## src/rtl/tdm_demux1x8_pkg.sv

```systemverilog
// Shared constants and state encoding for the 1-to-8 TDM demultiplexer.
package tdm_demux1x8_pkg;

  localparam int LANES  = 8;
  localparam int SLOT_W = 3;

  // Auto-mode frame collector states.
  typedef enum logic {
    IDLE    = 1'b0,
    COLLECT = 1'b1
  } state_t;

endpackage

```

## src/rtl/tdm_demux1x8_if.sv

```systemverilog
// Lane bus of the TDM demultiplexer: serial input side plus the eight-lane output word.
interface tdm_demux1x8_if
  import tdm_demux1x8_pkg::*;
#(
  parameter int WIDTH = 1
);

  logic [WIDTH-1:0]       din;
  logic                   din_valid;
  logic                   frame_sync;
  logic                   mode;
  logic [SLOT_W-1:0]      s;
  logic [LANES*WIDTH-1:0] o;
  logic [SLOT_W-1:0]      slot;
  logic                   frame_done;
  logic                   drop;
  logic                   busy;

  // Sample source: drives the serial lane and control, watches the lane word.
  modport master (
    output din, din_valid, frame_sync, mode, s,
    input  o, slot, frame_done, drop, busy
  );

  // Demultiplexer side.
  modport slave (
    input  din, din_valid, frame_sync, mode, s,
    output o, slot, frame_done, drop, busy
  );

endinterface

```

## src/rtl/tdm_demux1x8_lane_write_dec.sv

```systemverilog
// Gated 3-to-8 one-hot write-enable decoder, shared by shadow and manual lane writes.
module tdm_demux1x8_lane_write_dec
  import tdm_demux1x8_pkg::*;
(
  input  logic              en,
  input  logic [SLOT_W-1:0] idx,
  output logic [LANES-1:0]  we
);

  // One-hot enable for lane idx when en is high, all zero otherwise.
  always_comb begin
    // NOTE: default every output before the conditional write so no latch is inferred.
    we = '0;
    if (en) we[idx] = 1'b1;
  end

endmodule

```

## src/rtl/tdm_demux1x8.sv

```systemverilog
// Sequential 1-to-8 demultiplexer: round-robin TDM frames (auto) or direct lane select (manual).
module tdm_demux1x8
  import tdm_demux1x8_pkg::*;
#(
  parameter int WIDTH = 1
) (
  input  logic          clk,
  input  logic          rst,
  tdm_demux1x8_if.slave bus
);

  state_t            state;
  logic [SLOT_W-1:0] slot_q;
  logic [WIDTH-1:0]  shadow [LANES];
  logic [WIDTH-1:0]  lane_q [LANES];
  logic              frame_done_q;
  logic              drop_q;

  logic              shadow_en;
  logic [SLOT_W-1:0] shadow_idx;
  logic [LANES-1:0]  shadow_we;
  logic              manual_en;
  logic [LANES-1:0]  manual_we;

  // Auto mode writes the shadow on a sync (lane 0) or on any sample while collecting.
  assign shadow_en  = !bus.mode && bus.din_valid && (bus.frame_sync || state == COLLECT);
  assign shadow_idx = bus.frame_sync ? '0 : slot_q;
  assign manual_en  = bus.mode && bus.din_valid;

  tdm_demux1x8_lane_write_dec u_shadow_dec (
    .en  (shadow_en),
    .idx (shadow_idx),
    .we  (shadow_we)
  );

  tdm_demux1x8_lane_write_dec u_manual_dec (
    .en  (manual_en),
    .idx (bus.s),
    .we  (manual_we)
  );

  // Frame collector FSM with shadow buffer, lane output register and event pulses.
  always_ff @(posedge clk or posedge rst) begin
    if (rst) begin
      state        <= IDLE;
      slot_q       <= '0;
      frame_done_q <= 1'b0;
      drop_q       <= 1'b0;
      // NOTE: shadow is a handful of flops, not a RAM, so it is reset with the rest of the state.
      for (int k = 0; k < LANES; k++) begin
        shadow[k] <= '0;
        lane_q[k] <= '0;
      end
    end else begin
      // NOTE: non-blocking assignments throughout; later writes in this block override the defaults.
      frame_done_q <= 1'b0;
      drop_q       <= 1'b0;
      if (bus.mode) begin
        // Manual mode: abandon any partial frame and write the selected lane directly.
        if (state == COLLECT) drop_q <= 1'b1;
        state  <= IDLE;
        slot_q <= '0;
        for (int k = 0; k < LANES; k++) begin
          shadow[k] <= '0;
          if (manual_we[k]) lane_q[k] <= bus.din;
        end
      end else if (bus.din_valid) begin
        for (int k = 0; k < LANES; k++) begin
          if (shadow_we[k])        shadow[k] <= bus.din;
          else if (bus.frame_sync) shadow[k] <= '0;
        end
        if (bus.frame_sync) begin
          // Start (or restart) a frame; a restart throws away the partial one.
          if (state == COLLECT) drop_q <= 1'b1;
          state  <= COLLECT;
          slot_q <= SLOT_W'(1);
        end else if (state == IDLE) begin
          // Unsynced sample: nothing to attach it to.
          drop_q <= 1'b1;
        end else if (slot_q == SLOT_W'(LANES - 1)) begin
          // Last slot: publish the whole frame at once so lanes never mix frames.
          for (int k = 0; k < LANES - 1; k++) lane_q[k] <= shadow[k];
          lane_q[LANES-1] <= bus.din;
          frame_done_q    <= 1'b1;
          slot_q          <= '0;
          state           <= IDLE;
        end else begin
          slot_q <= slot_q + 1'b1;
        end
      end
    end
  end

  // Flatten the lane registers onto the output word, lane 0 in the low bits.
  always_comb begin
    bus.o = '0;
    for (int k = 0; k < LANES; k++) bus.o[k*WIDTH +: WIDTH] = lane_q[k];
  end

  assign bus.slot       = slot_q;
  assign bus.frame_done = frame_done_q;
  assign bus.drop       = drop_q;
  assign bus.busy       = (state == COLLECT);

endmodule

```

## src/flat_wrapper.sv

```systemverilog
// flat-port wrapper written by rule: the top's interface ports become plain ports
module tdm_demux1x8_flat import tdm_demux1x8_pkg::*;
#(
  parameter int WIDTH = 1
)
  (clk, rst, bus_din, bus_din_valid, bus_frame_sync, bus_mode, bus_s, bus_o, bus_slot, bus_frame_done, bus_drop, bus_busy);
  tdm_demux1x8_if #(.WIDTH(WIDTH)) bus_i ();
  input  logic clk;
  input  logic rst;
  input wire logic [$bits(bus_i.din)-1:0] bus_din;
  input wire logic [$bits(bus_i.din_valid)-1:0] bus_din_valid;
  input wire logic [$bits(bus_i.frame_sync)-1:0] bus_frame_sync;
  input wire logic [$bits(bus_i.mode)-1:0] bus_mode;
  input wire logic [$bits(bus_i.s)-1:0] bus_s;
  output wire logic [$bits(bus_i.o)-1:0] bus_o;
  output wire logic [$bits(bus_i.slot)-1:0] bus_slot;
  output wire logic [$bits(bus_i.frame_done)-1:0] bus_frame_done;
  output wire logic [$bits(bus_i.drop)-1:0] bus_drop;
  output wire logic [$bits(bus_i.busy)-1:0] bus_busy;
  assign bus_i.din = bus_din;
  assign bus_i.din_valid = bus_din_valid;
  assign bus_i.frame_sync = bus_frame_sync;
  assign bus_i.mode = bus_mode;
  assign bus_i.s = bus_s;
  assign bus_o = bus_i.o;
  assign bus_slot = bus_i.slot;
  assign bus_frame_done = bus_i.frame_done;
  assign bus_drop = bus_i.drop;
  assign bus_busy = bus_i.busy;
  tdm_demux1x8 #(.WIDTH(WIDTH)) u_core (.clk(clk), .rst(rst), .bus(bus_i));
endmodule
```

## config.mk

```make
export PLATFORM = sky130hd
export DESIGN_NAME = tdm_demux1x8_flat
export DESIGN_NICKNAME = d
export VERILOG_FILES = /design/src/rtl/tdm_demux1x8_pkg.sv /design/src/rtl/tdm_demux1x8_if.sv /design/src/rtl/tdm_demux1x8_lane_write_dec.sv /design/src/rtl/tdm_demux1x8.sv /design/src/flat_wrapper.sv
export SDC_FILE = /design/constraint.sdc
export NUM_CORES = 1
export LEC_CHECK = 0
export ABC_AREA = 1
export CORE_AREA = 2 2 51 53
export CTS_BUF_LIST = sky130_fd_sc_hd__clkbuf_2
export CTS_CLUSTER_SIZE = 40
export DETAILED_ROUTE_END_ITERATION = 7
export DIE_AREA = 0 0 53 55
export GPL_ROUTABILITY_DRIVEN = 0
export PLACE_DENSITY_LB_ADDON = 0.1
export SETUP_SLACK_MARGIN = 0.3
export SLEW_MARGIN = 20
export SYNTH_ARGS = -nofsm -noshare
export SYNTH_HDL_FRONTEND = slang
export SYNTH_SLANG_ARGS = --single-unit
```

## constraint.sdc

```tcl
create_clock -name clk -period 1.75 [get_ports clk]
set_clock_uncertainty 0.05 [all_clocks]
set_input_delay 0.35 -clock clk [delete_from_list [all_inputs] [get_ports clk]]
set_output_delay 0.35 -clock clk [all_outputs]
set_load 0.05 [all_outputs]
```

# == Word level (Yosys, flattened, before mapping) ==
# Index checks and enable logic that the tools add are counted.
# totals
register_bits,21
output_inout_bits,14
input_bits,9
# classes
n_addsub,1
eq_ne,10
order_cmp,4
mux,51
reduce_logical,34
# ops
operator,n
$mux W8,9
$reduce_and A5 Y1,8
$mux W1,34
$reduce_bool A3 Y1,8
$mux W3,6
$ne A2 B1 Y1 const B,9
$reduce_and A2 Y1,8
$lt A3 B4 Y1 const B,2
$demux W1 S3,2
$ge A3 B1 Y1 const B,2
$reduce_bool A2 Y1,3
$logic_and A1 B1 Y1,5
$add A3 B1 Y3 const B,1
$eq A3 B3 Y1 const B,1
$logic_not A1 Y1,1
$logic_or A1 B1 Y1,1

# == Longest topological paths before layout ==
# Gate-level depths: netlist of run 1.
# logic_depth
word_depth,9
ltp_mapped,11

# == Modules after synthesis ==
# From an unflattened synthesis of run 1, not the netlist that was laid out.
# hier_totals
hier_cells,185
hier_area_um2,1296.2
# modules_own_cells
mod,area_each_um2,cells_per_inst,seq_area_each_um2,n_inst
tdm_demux1x8,1168.6,151,525.5,1
tdm_demux1x8_lane_write_dec,63.8,17,0.0,2

# == Worst setup path before layout of run 1 ==
# Ideal clock, no wire load.
# synth_timing
path_type,reg-to-reg
start,register u_core.state (netlist: u_core.bus.busy)
end,register u_core.shadow[6] (netlist name)
arrival_ns,1.589
setup_ns,0.117
path_buffers,0
path_stages_with_launch,11
setup_slack_ns,-0.006
required_time_ns,1.583
path_cell_list,dfrtp_1 -> inv_1 -> ha_1 -> inv_1 -> nand3_4 -> nor2_4 -> nand2_1 -> nand2_1 -> nand2_1 -> nand2_1 -> nand2_1
# synth_via
elab_chain_len,6
# synth_lines
element,line_no,source
"start, declared",tdm_demux1x8.sv:12,state_t state;
"start signal, assigned",tdm_demux1x8.sv:45,state <= IDLE;
"start signal, assigned",tdm_demux1x8.sv:61,state <= IDLE;
"start signal, assigned",tdm_demux1x8.sv:75,state <= COLLECT;
$logic_or A1 B1 Y1 *,tdm_demux1x8.sv:26,assign shadow_en = !bus.mode && bus.din_valid && (bus.frame_sync || state == COLLECT);
$logic_and A1 B1 Y1 *,tdm_demux1x8.sv:26,
$mux W8 *,tdm_demux1x8_lane_write_dec.sv:14,if (en) we[idx] = 1'b1;
$mux W1,tdm_demux1x8.sv:69,if (shadow_we[k]) shadow[k] <= bus.din;
$mux W8,tdm_demux1x8.sv:67,end else if (bus.din_valid) begin
$mux W8,tdm_demux1x8.sv:58,if (bus.mode) begin
"end signal, assigned by index",tdm_demux1x8.sv:69,
"end, declared",tdm_demux1x8.sv:14,logic [WIDTH-1:0] shadow [LANES];
# Mark *: on every way between the ends. The rest lies on a longest branch, timed or not. The select of a mux whose other input is x is not followed.
# A chain may end at the register's enable or synchronous reset.

# == Worst setup path in the final report of run 1 ==
# layout_timing
start,register u_core.slot_q[1] (netlist: u_core.bus.slot[1])
end,output port bus_slot[1]
# layout_lines
element,line_no,source
"start, declared",tdm_demux1x8.sv:13,logic [SLOT_W-1:0] slot_q;
"start signal, assigned",tdm_demux1x8.sv:88,slot_q <= slot_q + 1'b1;
"end, declared",flat_wrapper.sv:16,output wire logic [$bits(bus_i.slot)-1:0] bus_slot;
# No word-level cell between the ends.

==> results of run 1 <==
routing by layer:
layer | part of all wire, % | global-route usage, % | wire length, µm | vias to the layer above
li1 | - | - | - | 608
met1 | 45 | 26.53 | 1339 | 551
met2 | 50 | 42.08 | 1489 | 20
met3 | 3.1 | 2.688 | 93 | 5
met4 | 1.5 | 11.11 | 46 | 0
met5 | 0 | 0 | 0 | -
what timing repair did:
item	4_1_cts	5_1_grt
setup buffers	1	2
resized for setup	0	5
hold buffers	0	0
setup endpoints to repair	7	17
cloned	0	0
pin swaps	1	5
worst max-delay path by stage:
stage | cells after the start | from | endpoint
CTS | 1 | u_core.bus.slot[1]$_DFFE_PP0P_ | bus_slot[1]
floorplan | 7 | u_core.bus.slot[0]$_DFFE_PP0P_ | u_core.bus.o[0]$_DFFE_PP0P_
finish | 1 | u_core.bus.slot[1]$_DFFE_PP0P_ | bus_slot[1]
global placement | 11 | bus_frame_sync | u_core.shadow[6]$_DFFE_PP0P_
detailed placement | 11 | bus_frame_sync | u_core.shadow[7]$_DFFE_PP0P_
global route | 10 | u_core.bus.busy$_DFFE_PP0P_ | u_core.shadow[3]$_DFFE_PP0P_
per-stage QoR:
stage	power (W)	TNS (ns)	area, µm²	setup slack [ns]
final	0.001284	0	1655	0.3180
after global routing	0.001351	0	1655	0.2062
after detailed placement	0.001070	-0.3895	1602	-0.08113
after floorplan	0.0008910	0	1262	0.2522
after CTS	0.001282	0	1629	0.3027
after global placement	0.001060	-0.1471	1602	-0.03669
power by group through the flow:
stage | Sequential, W | Combinational, W | Clock (W)
finish | 0.000574 | 0.000498 | 0.000213
global route | 0.000580 | 0.000534 | 0.000236
CTS | 0.000574 | 0.000493 | 0.000215
detailed placement | 0.000585 | 0.000485 | 0
global placement | 0.000582 | 0.000478 | 0
floorplan | 0.000747 | 0.000144 | 0
state kept, by name, summed over array words and instances, names as in the netlist:
name	flops
u_core.bus.busy	1
u_core.bus.drop	1
u_core.bus.frame_done	1
u_core.bus.o	8
u_core.bus.slot	3
u_core.shadow	7
cell type report:
type / count / area share, %
Tap cell: 30 / 2.268
Sequential cell: 21 / 32.05
Inverter: 14 / 3.326
Clock inverter: 1 / 0.3023
Clock buffer: 3 / 0.9070
Timing Repair Buffer: 41 / 21.69
Multi-Input combinational cell: 123 / 39.46
cells by family after synthesis:
logic type	after synthesis	synth area share (%)
AND/OR/NAND/NOR	93	34.37
AO/OA/AOI/OAI	27	12.49
flip-flops	21	43.34
buffers and inverters	18	6.708
adder cells (fa/ha/maj)	3	3.096
synth_stat cells:
library cell	number	area share, %
nand2_1	63	20
dfrtp_1	21	43
nand3_1	15	6.2
inv_1	11	3.4
o21ai_1	11	4.5
a21oi_1	7	2.9
o21ai_0	6	2.5
ha_1	3	3.1
inv_2	3	0.93
nor2_1	3	0.93
buf_2	2	0.83
nand2_2	2	1.0
nand4_1	2	1.0
nor2_2	2	1.0
nor2_4	2	1.9
nor3_1	2	0.83
a21oi_2	1	0.72
buf_4	1	0.62
buf_6	1	0.93
nand3_4	1	1.4
nor4_1	1	0.52
o21ai_4	1	1.3
o22ai_1	1	0.52
==> metrics.md, run 1 <==
| Metric | Value |
|---|---|
| Die width | 53 µm |
| Std cell rows | 18 |
| CTS sink count | 21 |
| Ports | 23 |
| Comb power frac | about two fifths |
| Worst Hold Class | in -> async |
| # H-tree levels | 1 |
| PD cells | roughly 780 mW/mm² |
| Crit path max-delay cell type | dfrtp_2 |
| Slew Limit Fails | 0 |
| Max VDD drop | 0.7204 mV |
| Clock period minus worst slack | 1.432 ns |
| Sequential fraction of design power | between 40 and 50% |
| Avg Vias per Cell | 5.082 |
| Clk_lat worst skew | between 0.3 and 0.4 ns |
| WP buf/inv | 1 |
| Number of max-cap violations | 0 |
| GRT Util Overall | between 20% and 30% |
| Tcrit/Tclk final | just over 80% |
| Delay of the slowest critical-path stage | slightly below 0.5 ns |
| Synth Warn # | 0 |
| Starting density of the core | 51.27% |
| Violation count after the first detailed-routing iteration | 36 |
| Drt pass-1 iters | 4 |
| Non-Filler Instances | between 200 and 250 |
| Final setup fails | 0 |
| Worst-path cell chain | buf_4 |
| PortBufs | 22 |
| Worst Path Max Fanout | 5 |
| Hold Violations, Final | 0 |
| Vias in the first global route | about 1100 |
| Antenna violations before repair | 0 |
| Seq cells post-synth | 21 |
| Gr ovfl total | 0 |
| Reg2reg path depth | 7 |
| Critical Path Source Type | flip-flop |
| CTS tree | yes |
| P&R area growth vs syn | 36.53% |
| Die Y | ~55 µm |
| Worst EP arrival | a little over 1 ns |
| Commonest non-fill, non-tap cell in the layout | nand2_1 |
| Number of fill cells | between 150 and 200 |
| Reg2reg start | u_core.bus.slot[1]$_DFFE_PP0P_ |
| Commonest non-fill, non-tap cells in the layout | nand2_1 (61), buf_4 (30), dfrtp_1 (17) |
| # DRC | 0 |
| CP required | between 1 and 1.5 ns |
| Clock root cell | clkbuf_2 |
| Syn Nets | ~170 |
| Relative slew slack | 78.15% |
| Post-Route Utilization | between 70% and 80% |
| Wire per inst | 12.74 µm |
| Flop-to-flop setup slack | 0.33 ns |
| Area of the multi-input gates | ~650 µm² |
| DR vias | between 1000 and 1500 |
| Sw Share | between 40% and 50% |
| CP delay by family, top | flip-flops |
| Routed Antenna Nets | 0 |
| WS Path Type | reg -> out |
| Core Area | between 0.002 and 0.0025 mm² |
| Tightest Pin Transition | 0.3255 ns |
| Pint | ~0.00076 W |
| Inst Count DP | 226 |
| Leak | 0.8462 nW |
| CTS clk-pin slew, worst paths | approximately 0.21 ns |
| First-pass GRT wire length | 4774 µm |
| Clk pwr share | between 10% and 20% |
| Layout cells sized above 1 | 29.56% |
| Cell Area, Synth | approximately 0.0012 mm² |
| WL final | between 2000 and 3000 µm |
| Cell variety after synth | 23 |
| Reg area | approximately 530 µm² |
| Highest clock rate | about 700 MHz |
| Reg2reg end | u_core.bus.o[5]$_DFFE_PP0P_ |
| DP HPWL | between 2000 and 2500 µm |
| CTS Buf Count | 3 |
| Crit end category | output pin |
| Post-synthesis sequential area ratio | 43.34% |
| Switching pwr | 0.0005202 W |
| Synth Instances | between 150 and 200 |
| Avg Inst Size Synth | about 7.5 µm² |
| Status | finished clean |
| Clock Path Buffers | 2 |
| DIE AREA | ~0.003 mm² |
| RSZ-0062 raised after global routing | true |
| Largest net degree at the start of global routing | 22 |
| Hold_ws | 0.2455 ns |
| Antenna cell count | 0 |
| Final nets | around 220 |
No activity file was read; power rests on OpenSTA's default activity.
==> run 2: changes to the inputs <==
CORE_AREA = 2 2 54 56   (was 2 2 51 53)
DIE_AREA = 0 0 56 58   (was 0 0 53 55)
clock period = 1.2 ns   (was 1.75 ns; I/O delays follow)
==> run 2 against run 1 <==
Power up 70%. The run now ends with setup timing left. Setup slack worse by 0.55 ns. Sequential share of layout area down 6.0 points. Critical endpoint is now u_core.bus.o[3]$_DFFE_PP0P_. Cell area up 23%.
==> metrics.md, run 2 (same netlist as run 1, synthesis figures left out) <==
| Metric | Value |
|---|---|
| WL final | 3643 µm (was 2968 µm) |
| Clock Path Buffers | 2 (unchanged) |
| CTS Buf Count | 3 (unchanged) |
| Final worst slack | -0.2276 ns (was 0.3180 ns) |
| End of the critical path | u_core.bus.o[3]$_DFFE_PP0P_ (was bus_slot[1]) |
| Max VDD drop | 0.8731 mV (was 0.7204 mV) |
| Worst EP arrival | 1.62 ns (was 1.03 ns) |
| Layout cells sized above 1 | 39.63% (was 29.56%) |
| Hold_ws | 0.1341 ns (was 0.2455 ns) |
| Tcrit/Tclk final | 119.0% |
| Crit path max-delay cell type | dfrtp_2 (unchanged) |
| WS Path Type | reg -> reg (was reg -> out) |
| Vias in the first global route | 1333 (was 1128) |
| Highest clock rate | between 700 and 800 MHz |
| Met2 GRT Util | 39.83% (was 42.08%) |
| Final nets | 230 (was 216) |
| CTS clk-pin slew, worst paths | 0.23 ns (was 0.21 ns) |
| Die width | 56 µm (was 53 µm) |
| Number of max-cap violations | 0 (unchanged) |
| Std cell rows | 19 (was 18) |
| Flop-to-flop setup slack | -0.23 ns (was 0.33 ns) |
| Hold Violations, Final | 0 (unchanged) |
| Reg2reg end | u_core.bus.o[3]$_DFFE_PP0P_ (was u_core.bus.o[5]$_DFFE_PP0P_) |
| Final setup fails | 34 (was 0) |
| PD cells | 1072 mW/mm² (was 775.7 mW/mm²) |
| Status | complete, but fails checks (was finished clean) |
| DP Area | 0.001853 mm² (was 0.001602 mm²) |
| P&R area growth vs syn | 68.01% (was 36.53%) |
| Critical Path Source Type | flip-flop (unchanged) |
| First-pass GRT wire length | 5809 µm (was 4774 µm) |
| Max reg flops | 8 (unchanged) |
| Clk_lat worst skew | 0.33 ns (was 0.35 ns) |
| Leak | 0.9798 nW (was 0.8462 nW) |
| Design area | 0.002037 mm² (was 0.001655 mm²) |
| Routed Antenna Nets | 0 (unchanged) |
| Clock period minus worst slack | between 1 and 1.5 ns |
| Worst Path Max Fanout | 5 (unchanged) |
| Worst-path cell chain | ha_4, ha_4, nand2_4, o21ai_4, nand2_2, nand2_1, o21ai_1 (was buf_4) |
| Worst Setup SP | u_core.bus.slot[0]$_DFFE_PP0P_ (was u_core.bus.slot[1]$_DFFE_PP0P_) |
| Starting density of the core | 45.54% (was 51.27%) |
| Met3 Use GR | 2.679% (was 2.688%) |
| # H-tree levels | 1 (unchanged) |
| Largest net degree at the start of global routing | 22 (unchanged) |
| CTS sink count | 21 (unchanged) |
| Ports | 23 (unchanged) |
| DR vias | 1295 (was 1184) |
| Relative slew slack | 82.21% (was 78.15%) |
| Clock root cell | clkbuf_2 (unchanged) |
| Wire per inst | 14.69 µm (was 12.74 µm) |
| Crit end category | flip-flop (was output pin) |
| Tightest Pin Transition | 0.2658 ns (was 0.3255 ns) |
| Commonest non-fill, non-tap cells in the layout | nand2_1 (56), buf_4 (22), dfrtp_1 (17) (was nand2_1 (61), buf_4 (30), dfrtp_1 (17)) |
| Violation count after the first detailed-routing iteration | 48 (was 36) |
| DIE AREA | 0.003248 mm² (was 0.002915 mm²) |
| Failing checks | setup timing |
| # DRC | 0 (unchanged) |
| Number of fill cells | 172 (was 189) |
| RSZ-0062 raised after global routing | true (unchanged) |
| PortBufs | 22 (unchanged) |
| Reg2reg start | u_core.bus.slot[0]$_DFFE_PP0P_ (was u_core.bus.slot[1]$_DFFE_PP0P_) |
| CP required | 1.39 ns (was 1.35 ns) |
| CTS tree | yes (unchanged) |
| Antenna violations before repair | 0 (unchanged) |
| GRT Util Overall | 22.47% (was 22.88%) |
| Drt pass-1 iters | 4 (unchanged) |
| Die Y | 58 µm (was 55 µm) |
| Avg Vias per Cell | 5.222 (was 5.082) |
| Grt peak-use layer | met2 (unchanged) |
| Most Frequent Cell on Critical Path | ha_4 |
| Commonest non-fill, non-tap cell in the layout | nand2_1 (unchanged) |
| Reg2reg path depth | 7 (unchanged) |
| Gr ovfl total | 0 (unchanged) |
| Antenna cell count | 0 (unchanged) |
| Core Area | 0.002663 mm² (was 0.002365 mm²) |
| Delay of the slowest critical-path stage | 0.45 ns (was 0.49 ns) |
| Grt met1 use | 29.02% (was 26.53%) |
| Slew Limit Fails | 0 (unchanged) |
| DP HPWL | 2402 µm (was 2277 µm) |
| Worst Hold Class | in -> async (unchanged) |
## run 2: changes by cell type in the layout (fill, tap and decap cells not counted), moves of 3 or more
cell	before	now
buf_6	1	8
o21ai_0	5	1
o21ai_2	0	3
nand2_1	61	56
buf_4	30	22
buf_12	2	16
nand2_2	3	8
## run 2: per-layer routing
| layer | wire (µm) | share of wire, % |
|---|---|---|
| met4 | 63 | 1.7 |
| met1 | 1570 | 43 |
| met3 | 128 | 3.5 |
| met2 | 1881 | 52 |
| met5 | 0 | 0 |
## run 2: repair_timing
item                       4_1_cts  5_1_grt
setup endpoints to repair       35       35
setup buffers                    3        3
hold buffers                     0        0
gates resized for setup         15       14
pin swaps                        7        8
gates cloned                     1        0
## run 2: worst min-delay path by stage
| stage | start | endpoint | slack, ns | cells past startpoint |
|---|---|---|---|---|
| final | rst | u_core.bus.slot[2]$_DFFE_PP0P_ | 0.13 | 3 |
| after global routing | rst | u_core.bus.o[6]$_DFFE_PP0P_ | 0.16 | 3 |
| after CTS | rst | u_core.bus.slot[2]$_DFFE_PP0P_ | 0.15 | 3 |
| after detailed placement | u_core.shadow[4]$_DFFE_PP0P_ | u_core.shadow[4]$_DFFE_PP0P_ | 0.42 | 2 |
| after global placement | u_core.shadow[2]$_DFFE_PP0P_ | u_core.shadow[2]$_DFFE_PP0P_ | 0.41 | 2 |
| after floorplan | rst | u_core.bus.drop$_DFF_PP0_ | 0.17 | 1 |
## run 2: area by class of cell
class	instances	area [µm²]	share of cell area (%)
clock buffer	3	15.01	0.7371
clock inverter	1	5.005	0.2457
inverter	14	55.05	2.703
multi-input combinational	124	738.2	36.24
sequential	21	530.5	26.04
tap	31	38.79	1.904
timing repair buffer	54	654.4	32.13
## run 2: worst max-delay path: cells and delay by family (launching register included)
kind	cells	cell delay, ns
adders and majority gates	2	0.27
AOI/OAI and AO/OA	2	0.32
DFF	1	0.45
and+or+nand+nor	3	0.23
## run 2: per-stage QoR
stage          utilization [%]  total power [W]  setup TNS [ns]  cells  setup slack, ns
4_1_cts                  73.83         0.002138          -3.183    245          -0.1819
3_5_place_dp             69.60         0.001797          -8.783    237          -0.5215
3_3_place_gp             69.60         0.001778          -7.917    237          -0.5034
5_1_grt                  76.50         0.002254          -5.929    248          -0.3065
6_report                 76.50         0.002184          -4.071    248          -0.2276
2_1_floorplan                -         0.001300          -4.198    162          -0.2978
## run 2: power breakdown
part / switching [W] / internal, W
clock network: 0.000242 / 0.0000757
registers: 0.0000823 / 0.000783
logic: 0.000525 / 0.000476
total: 0.000849 / 0.00133
